`src/rtl/conv_1x1_accum_02.sv`:
```
// Channel accumulator for the 1x1 convolution datapath: sums CHANNEL_NUM_IN
// fp32 products per output pixel, optional ReLU, and flags the last pixel of a frame.
module conv_1x1_accum_02 #(
    parameter int DATA_WIDTH      = 32,
    parameter int CHANNEL_NUM_IN  = 128,
    parameter int CHANNEL_NUM_OUT = 256,
    parameter int IMAGE_WIDTH     = 32,
    parameter int IMAGE_HEIGHT    = 32,
    parameter int RELU            = 0
) (
    input  logic                  clk,
    input  logic                  reset,
    input  logic                  valid_in,
    input  logic [DATA_WIDTH-1:0] pxl_in,
    output logic [DATA_WIDTH-1:0] pxl_out,
    output logic                  valid_out,
    output logic                  frame_done
);

    localparam int PIX_TOTAL = IMAGE_WIDTH * IMAGE_HEIGHT * CHANNEL_NUM_OUT;
    localparam int CW = (CHANNEL_NUM_IN > 1) ? $clog2(CHANNEL_NUM_IN) : 1;
    localparam int PW = (PIX_TOTAL > 1) ? $clog2(PIX_TOTAL) : 1;
    localparam logic [CW-1:0] CH_LAST  = CW'(CHANNEL_NUM_IN - 1);
    localparam logic [PW-1:0] PIX_LAST = PW'(PIX_TOTAL - 1);
    localparam logic [31:0]   QNAN     = 32'h7FC0_0000;

    // fp32 add, round-to-nearest-even, denormals flushed to signed zero
    function automatic logic [31:0] fp_add(input logic [31:0] a, input logic [31:0] b);
        logic               sa, sb, sl, swap;
        logic [7:0]         ea, eb, el, es, d;
        logic [22:0]        fa, fb, fl, fs, mant;
        logic               a_zero, b_zero, a_inf, b_inf, a_nan, b_nan, rup;
        logic [49:0]        sh;
        logic [26:0]        lm, sm, mn;
        logic [27:0]        sum;
        logic [4:0]         lz;
        logic [24:0]        rnd;
        logic signed [9:0]  ex;
        logic [31:0]        r;
        sa = a[31]; ea = a[30:23]; fa = a[22:0];
        sb = b[31]; eb = b[30:23]; fb = b[22:0];
        a_zero = (ea == 8'h00);
        b_zero = (eb == 8'h00);
        a_inf  = (ea == 8'hFF) && (fa == 23'h0);
        b_inf  = (eb == 8'hFF) && (fb == 23'h0);
        a_nan  = (ea == 8'hFF) && (fa != 23'h0);
        b_nan  = (eb == 8'hFF) && (fb != 23'h0);
        swap = {eb, fb} > {ea, fa};
        sl = swap ? sb : sa;
        el = swap ? eb : ea;
        fl = swap ? fb : fa;
        es = swap ? ea : eb;
        fs = swap ? fa : fb;
        d  = el - es;
        sh = {1'b1, fs, 26'h0} >> d;
        sm = sh[49:23] | {26'h0, (|sh[22:0]) | (d > 8'd49)};
        lm = {1'b1, fl, 3'b000};
        if (sa == sb) begin
            sum = {1'b0, lm} + {1'b0, sm};
        end else begin
            sum = {1'b0, lm} - {1'b0, sm};
        end
        ex = $signed({2'b00, el});
        lz = 5'd0;
        mn = '0;
        if (sum[27]) begin
            mn = {sum[27:2], sum[1] | sum[0]};
            ex = ex + 10'sd1;
        end else begin
            for (int i = 0; i < 27; i++) begin
                if (sum[i]) lz = 5'(26 - i);
            end
            mn = sum[26:0] << lz;
            ex = ex - $signed({5'b00000, lz});
        end
        rup  = mn[2] && (mn[1] || mn[0] || mn[3]);
        rnd  = {2'b01, mn[25:3]} + 25'(rup);
        mant = rnd[24] ? 23'h0 : rnd[22:0];
        if (rnd[24]) ex = ex + 10'sd1;
        if (a_nan || b_nan || (a_inf && b_inf && (sa != sb))) begin
            r = QNAN;
        end else if (a_inf) begin
            r = {sa, 8'hFF, 23'h0};
        end else if (b_inf) begin
            r = {sb, 8'hFF, 23'h0};
        end else if (a_zero && b_zero) begin
            r = {sa & sb, 31'h0};
        end else if (a_zero) begin
            r = b;
        end else if (b_zero) begin
            r = a;
        end else if (sum == 28'h0) begin
            r = 32'h0;
        end else if (ex >= 10'sd255) begin
            r = {sl, 8'hFF, 23'h0};
        end else if (ex <= 10'sd0) begin
            r = {sl, 31'h0};
        end else begin
            r = {sl, ex[7:0], mant};
        end
        return r;
    endfunction

    logic [31:0]   acc_q, acc_d;
    logic [CW-1:0] ch_cnt_q, ch_cnt_d;
    logic [PW-1:0] pix_cnt_q, pix_cnt_d;
    logic [31:0]   pxl_out_q, pxl_out_d;
    logic          valid_out_q, valid_out_d;
    logic          frame_done_q, frame_done_d;
    logic [31:0]   res;
    logic          ch_first, ch_last, res_neg;

    always_comb begin
        ch_first = (ch_cnt_q == '0);
        ch_last  = (ch_cnt_q == CH_LAST);
        res      = ch_first ? pxl_in : fp_add(acc_q, pxl_in);
        res_neg  = res[31] && !((res[30:23] == 8'hFF) && (res[22:0] != 23'h0));
        acc_d        = acc_q;
        ch_cnt_d     = ch_cnt_q;
        pix_cnt_d    = pix_cnt_q;
        pxl_out_d    = pxl_out_q;
        valid_out_d  = 1'b0;
        frame_done_d = 1'b0;
        if (valid_in) begin
            acc_d    = res;
            ch_cnt_d = ch_last ? '0 : ch_cnt_q + 1'b1;
            if (ch_last) begin
                pxl_out_d    = (RELU != 0 && res_neg) ? 32'h0 : res;
                valid_out_d  = 1'b1;
                frame_done_d = (pix_cnt_q == PIX_LAST);
                pix_cnt_d    = (pix_cnt_q == PIX_LAST) ? '0 : pix_cnt_q + 1'b1;
            end
        end
    end

    always_ff @(posedge clk or negedge reset) begin
        if (!reset) begin
            acc_q        <= '0;
            ch_cnt_q     <= '0;
            pix_cnt_q    <= '0;
            pxl_out_q    <= '0;
            valid_out_q  <= 1'b0;
            frame_done_q <= 1'b0;
        end else begin
            acc_q        <= acc_d;
            ch_cnt_q     <= ch_cnt_d;
            pix_cnt_q    <= pix_cnt_d;
            pxl_out_q    <= pxl_out_d;
            valid_out_q  <= valid_out_d;
            frame_done_q <= frame_done_d;
        end
    end

    assign pxl_out    = pxl_out_q;
    assign valid_out  = valid_out_q;
    assign frame_done = frame_done_q;

endmodule

```
`config.mk`:
```
export PLATFORM = sky130hd
export DESIGN_NAME = conv_1x1_accum_02
export DESIGN_NICKNAME = d
export VERILOG_FILES = /design/src/rtl/conv_1x1_accum_02.sv
export SDC_FILE = /design/constraint.sdc
export NUM_CORES = 1
export LEC_CHECK = 0
export ABC_AREA = 1
export CORE_ASPECT_RATIO = 1.75
export CORE_MARGIN = 2
export CORE_UTILIZATION = 46
export DETAILED_ROUTE_END_ITERATION = 8
export GPL_ROUTABILITY_DRIVEN = 0
export GPL_TIMING_DRIVEN = 0
export PLACE_DENSITY = 0.7
export SKIP_LAST_GASP = 1
export SLEW_MARGIN = 20
export SYNTH_ARGS = -nofsm -noshare
export SYNTH_HDL_FRONTEND = slang
export SYNTH_SLANG_ARGS = --single-unit
```
`constraint.sdc`:
```
create_clock -name clk -period 9.4 [get_ports clk]
set_input_delay 1.88 -clock clk [delete_from_list [all_inputs] [get_ports clk]]
set_output_delay 1.88 -clock clk [all_outputs]
set_load 0.02 [all_outputs]
```
After elaboration in Yosys (flattened, before gate mapping)
Index checks and enable logic that the tools add are counted.
{"block": "word_totals", "register_bits": 91, "elab_cells": 107, "in_bits": 35}
{"block": "classes", "add_sub_neg": 9, "reduce_logical": 22, "mux": 54, "bitwise_logic": 4, "eq_ne": 6, "shift": 2, "order_cmp": 4}
{"op": "$mux W32", "count": 8}
{"op": "$mux W5", "count": 28}
{"op": "$mux W23", "count": 3}
{"op": "$mux W31", "count": 2}
{"op": "$shr A50 B8 Y50", "count": 1}
{"op": "$logic_not A23 Y1", "count": 2}
{"op": "$reduce_bool A23 Y1", "count": 2}
{"op": "$gt A31 B31 Y1", "count": 1}
{"op": "$add A27 B27 Y28", "count": 1}
{"op": "$logic_not A28 Y1", "count": 1}
{"op": "$mux W28", "count": 1}
{"op": "$sub A27 B27 Y28", "count": 1}
{"op": "$or A27 B1 Y27", "count": 1}
{"op": "$shl A27 B5 Y26", "count": 1}
{"op": "$mux W26", "count": 1}
{"op": "$add A24 B1 Y25", "count": 1}
{"op": "$reduce_or A23 Y1", "count": 1}
{"op": "$mux W10", "count": 2}
{"op": "$add A18 B1 Y18 const B", "count": 1}
{"op": "$eq A18 B18 Y1 const B", "count": 1}
{"op": "$mux W18", "count": 1}
{"op": "$eq A8 B8 Y1 const B", "count": 2}
{"op": "$logic_not A8 Y1", "count": 2}
{"op": "$mux W8", "count": 2}
{"op": "other kinds (19)", "count": 34}

Depth between registers and ports, before layout
{"block": "logic_depth", "ltp_word": 55, "depth_mapped": 97}

Least setup slack after synthesis
Ideal clock, no wire load.
{"block": "synth_path", "path_kind": "input-to-reg", "start": "input pxl_in[23]", "end": "register acc_q[16]", "path_stages": 74, "setup_slack_ns": -2.269, "setup_ns": 0.117, "t_arrival_ns": 11.552, "t_required_ns": 9.283, "cell_sequence": "ha_1 > buf_4 > nand3_1 > nand3b_1 > nor3_1 > nand3_2 > nand3_1 > nand3_1 > ha_1 > a21o_2 > nand2_1 > nand3_2 > xor2_2 > inv_1 > nor3_2 > clkinv_1 > or2_2 > o21ai_0 > (+38 left out) > nand3_1 > xnor2_1 > nor3_1 > xor2_1 > nand4_1 > nand2_2 > nand2_1 > nor2_1 > nand3_2 > nand3_2 > inv_2 > buf_4 > nand3b_1 > nand2_1 > nand2_1 > nand2_1 > nand2_1 > nand2_1"}
{"block": "synth_via", "elab_chain_cells": 55, "word_cells_on_any_way": 77}
{"element": "start, declared", "line": "14", "text": "input logic [DATA_WIDTH-1:0] pxl_in,"}
{"element": "$gt A31 B31 Y1", "line": "48", "text": "swap = {eb, fb} > {ea, fa};"}
{"element": "$mux W8, on equally long branches", "line": "50, 52"}
{"element": "$sub A8 B8 Y8", "line": "54", "text": "d = el - es;"}
{"element": "$shr A50 B8 Y50", "line": "55", "text": "sh = {1'b1, fs, 26'h0} >> d;"}
{"element": "$reduce_or A23 Y1", "line": "56", "text": "sm = sh[49:23] | {26'h0, (|sh[22:0]) | (d > 8'd49)};"}
{"element": "$or A1 B1 Y1", "line": "56"}
{"element": "$or A27 B1 Y27", "line": "56"}
{"element": "$sub A27 B27 Y28 / $add A27 B27 Y28 (equally long branches)", "line": "61, 59"}
{"element": "(+39 left out)"}
{"element": "$mux W32", "line": "92", "text": "end else if (sum == 28'h0) begin"}
{"element": "$mux W32", "line": "90", "text": "end else if (b_zero) begin"}
{"element": "$mux W32", "line": "88", "text": "end else if (a_zero) begin"}
{"element": "$mux W32", "line": "86", "text": "end else if (a_zero && b_zero) begin"}
{"element": "$mux W32", "line": "84", "text": "end else if (b_inf) begin"}
{"element": "$mux W32", "line": "82", "text": "end else if (a_inf) begin"}
{"element": "$mux W32 (*)", "line": "80", "text": "if (a_nan || b_nan || (a_inf && b_inf && (sa != sb))) begin"}
{"element": "$mux W32 (*)", "line": "116", "text": "res = ch_first ? pxl_in : fp_add(acc_q, pxl_in);"}
{"element": "end signal, assigned", "line": "138", "text": "acc_q <= '0;"}
{"element": "end signal, assigned", "line": "145", "text": "acc_q <= acc_d;"}
{"element": "end, declared", "line": "104", "text": "logic [31:0] acc_q, acc_d;"}
Every way passes the cells marked *; elsewhere a longest branch is shown, timed or not. The select of a mux whose other input is x is not followed.
A chain may end at the register's enable or synchronous reset.

Worst setup path in the final report
{"block": "layout_path", "start": "input pxl_in[27]", "end": "register pxl_out_q[6] (netlist: pxl_out[6])"}
{"block": "layout_via", "elab_chain_cells": 55, "word_cells_on_any_way": 77}
{"element": "$gt A31 B31 Y1", "line": "48"}
{"element": "$mux W8, on equally long branches", "line": "50, 52"}
{"element": "$sub A8 B8 Y8", "line": "54"}
{"element": "$shr A50 B8 Y50", "line": "55"}
{"element": "$reduce_or A23 Y1", "line": "56"}
{"element": "$or A1 B1 Y1", "line": "56"}
{"element": "$or A27 B1 Y27", "line": "56"}
{"element": "$sub A27 B27 Y28 / $add A27 B27 Y28 (equally long branches)", "line": "61, 59"}
{"element": "(+39 left out)"}
{"element": "$mux W32", "line": "92"}
{"element": "$mux W32", "line": "90"}
{"element": "$mux W32", "line": "88"}
{"element": "$mux W32", "line": "86"}
{"element": "$mux W32", "line": "84"}
{"element": "$mux W32", "line": "82"}
{"element": "$mux W32 (*)", "line": "80"}
{"element": "$mux W32 (*)", "line": "116"}
{"element": "end signal, assigned", "line": "148", "text": "pxl_out_q <= pxl_out_d;"}
{"element": "end, declared", "line": "107", "text": "logic [31:0] pxl_out_q, pxl_out_d;"}
Marked as above.

==> results by group <==
Final layout
  • Utilization after layout: ~60%
  • Synth-to-layout area growth: 26.6%
  • Nets@finish: around 3000
  • Design area: 19100 µm²
  • Layout cells sized above 1: approximately a fifth
  • Finished Layout Cells: ~3300

Run status
  • Violated checks: setup timing
  • Outcome: finished with violations

Global routing
  • Initial antenna violation count: 1
  • Total grt overflow: 0
  • Global-route wire length before repair: just over 100000 µm
  • Vias in the first global route: around 19000
  • Largest net degree at the start of global routing: 80
  • Tot GR Track Use: 37.5%

Clock tree
  • CTS root buf: clkbuf_16
  • Hold Buf Count CTS: 0
  • Worst skew pair latency: ~0.35 ns
  • CTS tree: yes
  • Clock transition at path regs: approximately 0.06 ns
  • # clock sinks: about 90
  • Max H-tree Level: 3
  • Maximum clock path buffer count: 2
  • CTS buffer count: 9

Drt
  • Vias per cell: a little under 6
  • # DRC: 0
  • Antenna Nets Post-Route: 0
  • WL met1: around 22000 µm
  • Routed vias: between 15000 and 20000
  • Routed wl met2: about 32000 µm
  • Detailed Route Iter0 Violations: 1926
  • Post-DR wirelength/cell: 19.9 µm
  • Met3 WL: about 4800 µm
  • Top routing layer used: met4
  • TritonRoute pass-1 iters: 7
  • Detailed Route WL: ~65000 µm

Worst hold path
  • Worst Hold Class: reg -> reg
  • Hold depth: 2

STA
  • Slew Limit Fails: 0
  • Post-route setup slack: -2.82 ns
  • Minimum clock period: about 12 ns
  • Final Hold Vio Count: 0
  • RSZ-0062 raised after global routing: true
  • Final period util: 130%
  • Slew HR: 43.3%
  • Setup skew after layout: roughly 0.007 ns
  • F_max: 81.8 MHz
  • Slew of the pin with the lowest slew margin: approximately 0.84 ns
  • # setup viols final: 64

Logic synthesis
  • Mapped Cells: roughly 2700
  • Post-synth net total: 2806
  • Synth cell types: 63
  • Share of the synthesized area in the top cell type: 22.9%
  • Post-synthesis register bit count: slightly above 90
  • Syn Std Cell Area: approximately 15000 µm²
  • Register area share after synthesis: between 10% and 20%
  • Number of synthesized flops with an enable pin: 0
  • Area leader, netlist: nand2_1
  • Asr flop ratio synth: 100%
  • Mapped Avg Cell Area: between 5 and 6 µm²
  • YS warnings: 0
  • Synth Flop Type: dfrtp_1
  • Largest cells by area after synthesis: nand2_1, dfrtp_1, nand3_1

Critical path
  • Critical Path RT: approximately 9.6 ns
  • Worst-case reg-to-reg path depth: 83
  • Crit path kind: in -> reg
  • Most frequent CP cell: nand2_2
  • Worst path max stage delay: 0.36 ns
  • Slowest CP cell: nor3_4
  • Worst-path maximum fanout: 7
  • CP Launch Type: input port
  • Crit end category: flop
  • Crit path arrival time: between 10 and 15 ns
  • FF-to-FF setup slack: -1.85 ns

Placement
  • PortBufs: 68
  • Cell Area, Placed: 16600 µm²
  • DP HPWL: around 50000 µm
  • Placed Cells: roughly 3100

Floorplanning
  • Chip height: between 200 and 250 µm
  • Rows: 87
  • Core Area: between 30000 and 40000 µm²
  • Io pins: between 60 and 70
  • Die ar.: roughly 34000 µm²
  • Die width: roughly 140 µm
  • Starting Density: between 40% and 50%

Run
  • Max-cap violations: 0
==> repair_timing <==
item,4_1_cts,5_1_grt
setup endpoints to repair,64,64
pin swaps,134,83
buffers inserted,93,18
gates resized for setup,321,94
gates cloned,8,0
==> placed cells by master (no fill, tap or decap), drive strengths merged, types with 8 or more instances in the layout <==
master and count:
nand3b 10, clkdlybuf4s50 36, xnor2 16, xor2 45
or2 8, dfrtp 91, nor4 17, nand2 943
inv 302, nor2 183, o21ai 152, dlygate4sd2 10
clkbuf 60, ha 92, nand4 66, buf 198
nor3 32, a21oi 145, nand3 372
==> worst max-delay path: cells and delay by family <==
| kind | cells | cell delay [ns] |
|---|---|---|
| fa+ha+maj | 3 | 0.76 |
| compound gates | 16 | 2.22 |
| buf+inv | 20 | 1.92 |
| simple gates | 41 | 5.03 |
| xor+xnor | 3 | 0.59 |
==> layer usage <==
layer | vias up | track usage (%)
li1 | 9126 | -
met1 | 8826 | 37.3
met2 | 1171 | 65.7
met3 | 416 | 7.10
met4 | 0 | 33.3
met5 | - | 0
==> synth_stat cells (4+ instances only) <==
cell type	count
buf_1	7
inv_2	22
nand3_2	9
a211oi_1	5
ha_1	92
xnor2_1	16
o21ai_0	126
nand3b_1	10
nand4_1	66
a21oi_1	142
a21boi_1	4
nor3_1	30
dfrtp_1	91
nand3_1	363
clkbuf_1	47
buf_6	9
and2_1	5
clkinv_1	5
o211ai_1	4
o21ai_2	11
nand2_1	921
nor4_1	17
o31ai_1	6
a21o_1	4
nor3b_1	5
buf_4	16
inv_1	279
or2_2	6
nor2_1	175
xor2_2	10
a31oi_1	5
buf_2	37
o21a_1	7
o21ai_1	15
o22ai_1	7
nand2_2	18
xor2_1	35
nor2_2	5
==> final timing paths <==
check / startpoint / to
min reg2reg: pxl_out[6]$_DFFE_PN0P_ / pxl_out[6]$_DFFE_PN0P_
min in group asynchronous: reset / pxl_out[25]$_DFFE_PN0P_
max reg2reg: acc_q[23]$_DFFE_PN0P_ / pxl_out[6]$_DFFE_PN0P_
max: pxl_in[27] / pxl_out[6]$_DFFE_PN0P_
min: pxl_out[6]$_DFFE_PN0P_ / pxl_out[6]$_DFFE_PN0P_
max in group asynchronous: reset / pix_cnt_q[11]$_DFFE_PN0P_
==> per-stage QoR <==
step / TNS [ns] / hold slack, ns / setup slack (ns)
floorplan: -93.40 / 0.467 / -1.61
global placement: -261.20 / 0.467 / -4.33
detailed placement: -271.73 / 0.464 / -4.49
CTS: -121.43 / 0.483 / -2.06
global route: -198.92 / 0.501 / -3.28
finish: -166.27 / 0.478 / -2.82
==> cell type report <==
class                      instances  area, µm²
clock inverter                     6        113
antenna                            1       2.50
multi-input combinational       2164      12400
timing repair buffer             186       1630
sequential                        91       2280
inverter                         306       1170
clock buffer                      10        229
fill                            3148      13100
tap                              400        500
buffer                           115        721
==> logic make-up (layout without fill, tap and decap cells) <==
| family | count (synthesis) | after routing | share of synthesized area, % |
|---|---|---|---|
| AO/OA/AOI/OAI | 363 | 363 | 13.6 |
| XOR/XNOR | 61 | 61 | 4.04 |
| adder cells (fa/ha/maj) | 94 | 94 | 7.90 |
| buffers and inverters | 423 | 623 | 11.8 |
| flip-flops | 91 | 91 | 15.1 |
| multiplexers | 3 | 3 | 0.199 |
| other | 0 | 1 | 0 |
| AND/OR/NAND/NOR | 1642 | 1643 | 47.4 |
==> state kept, by name, indices dropped and copies added (netlist names) <==
register and count:
pix_cnt_q 18, frame_done 1, pxl_out 32, valid_out 1, ch_cnt_q 7, acc_q 32
Power is left out: the tool's default activity adds up to more than one toggle a clock period on the data nets, which glitch-free logic cannot reach.
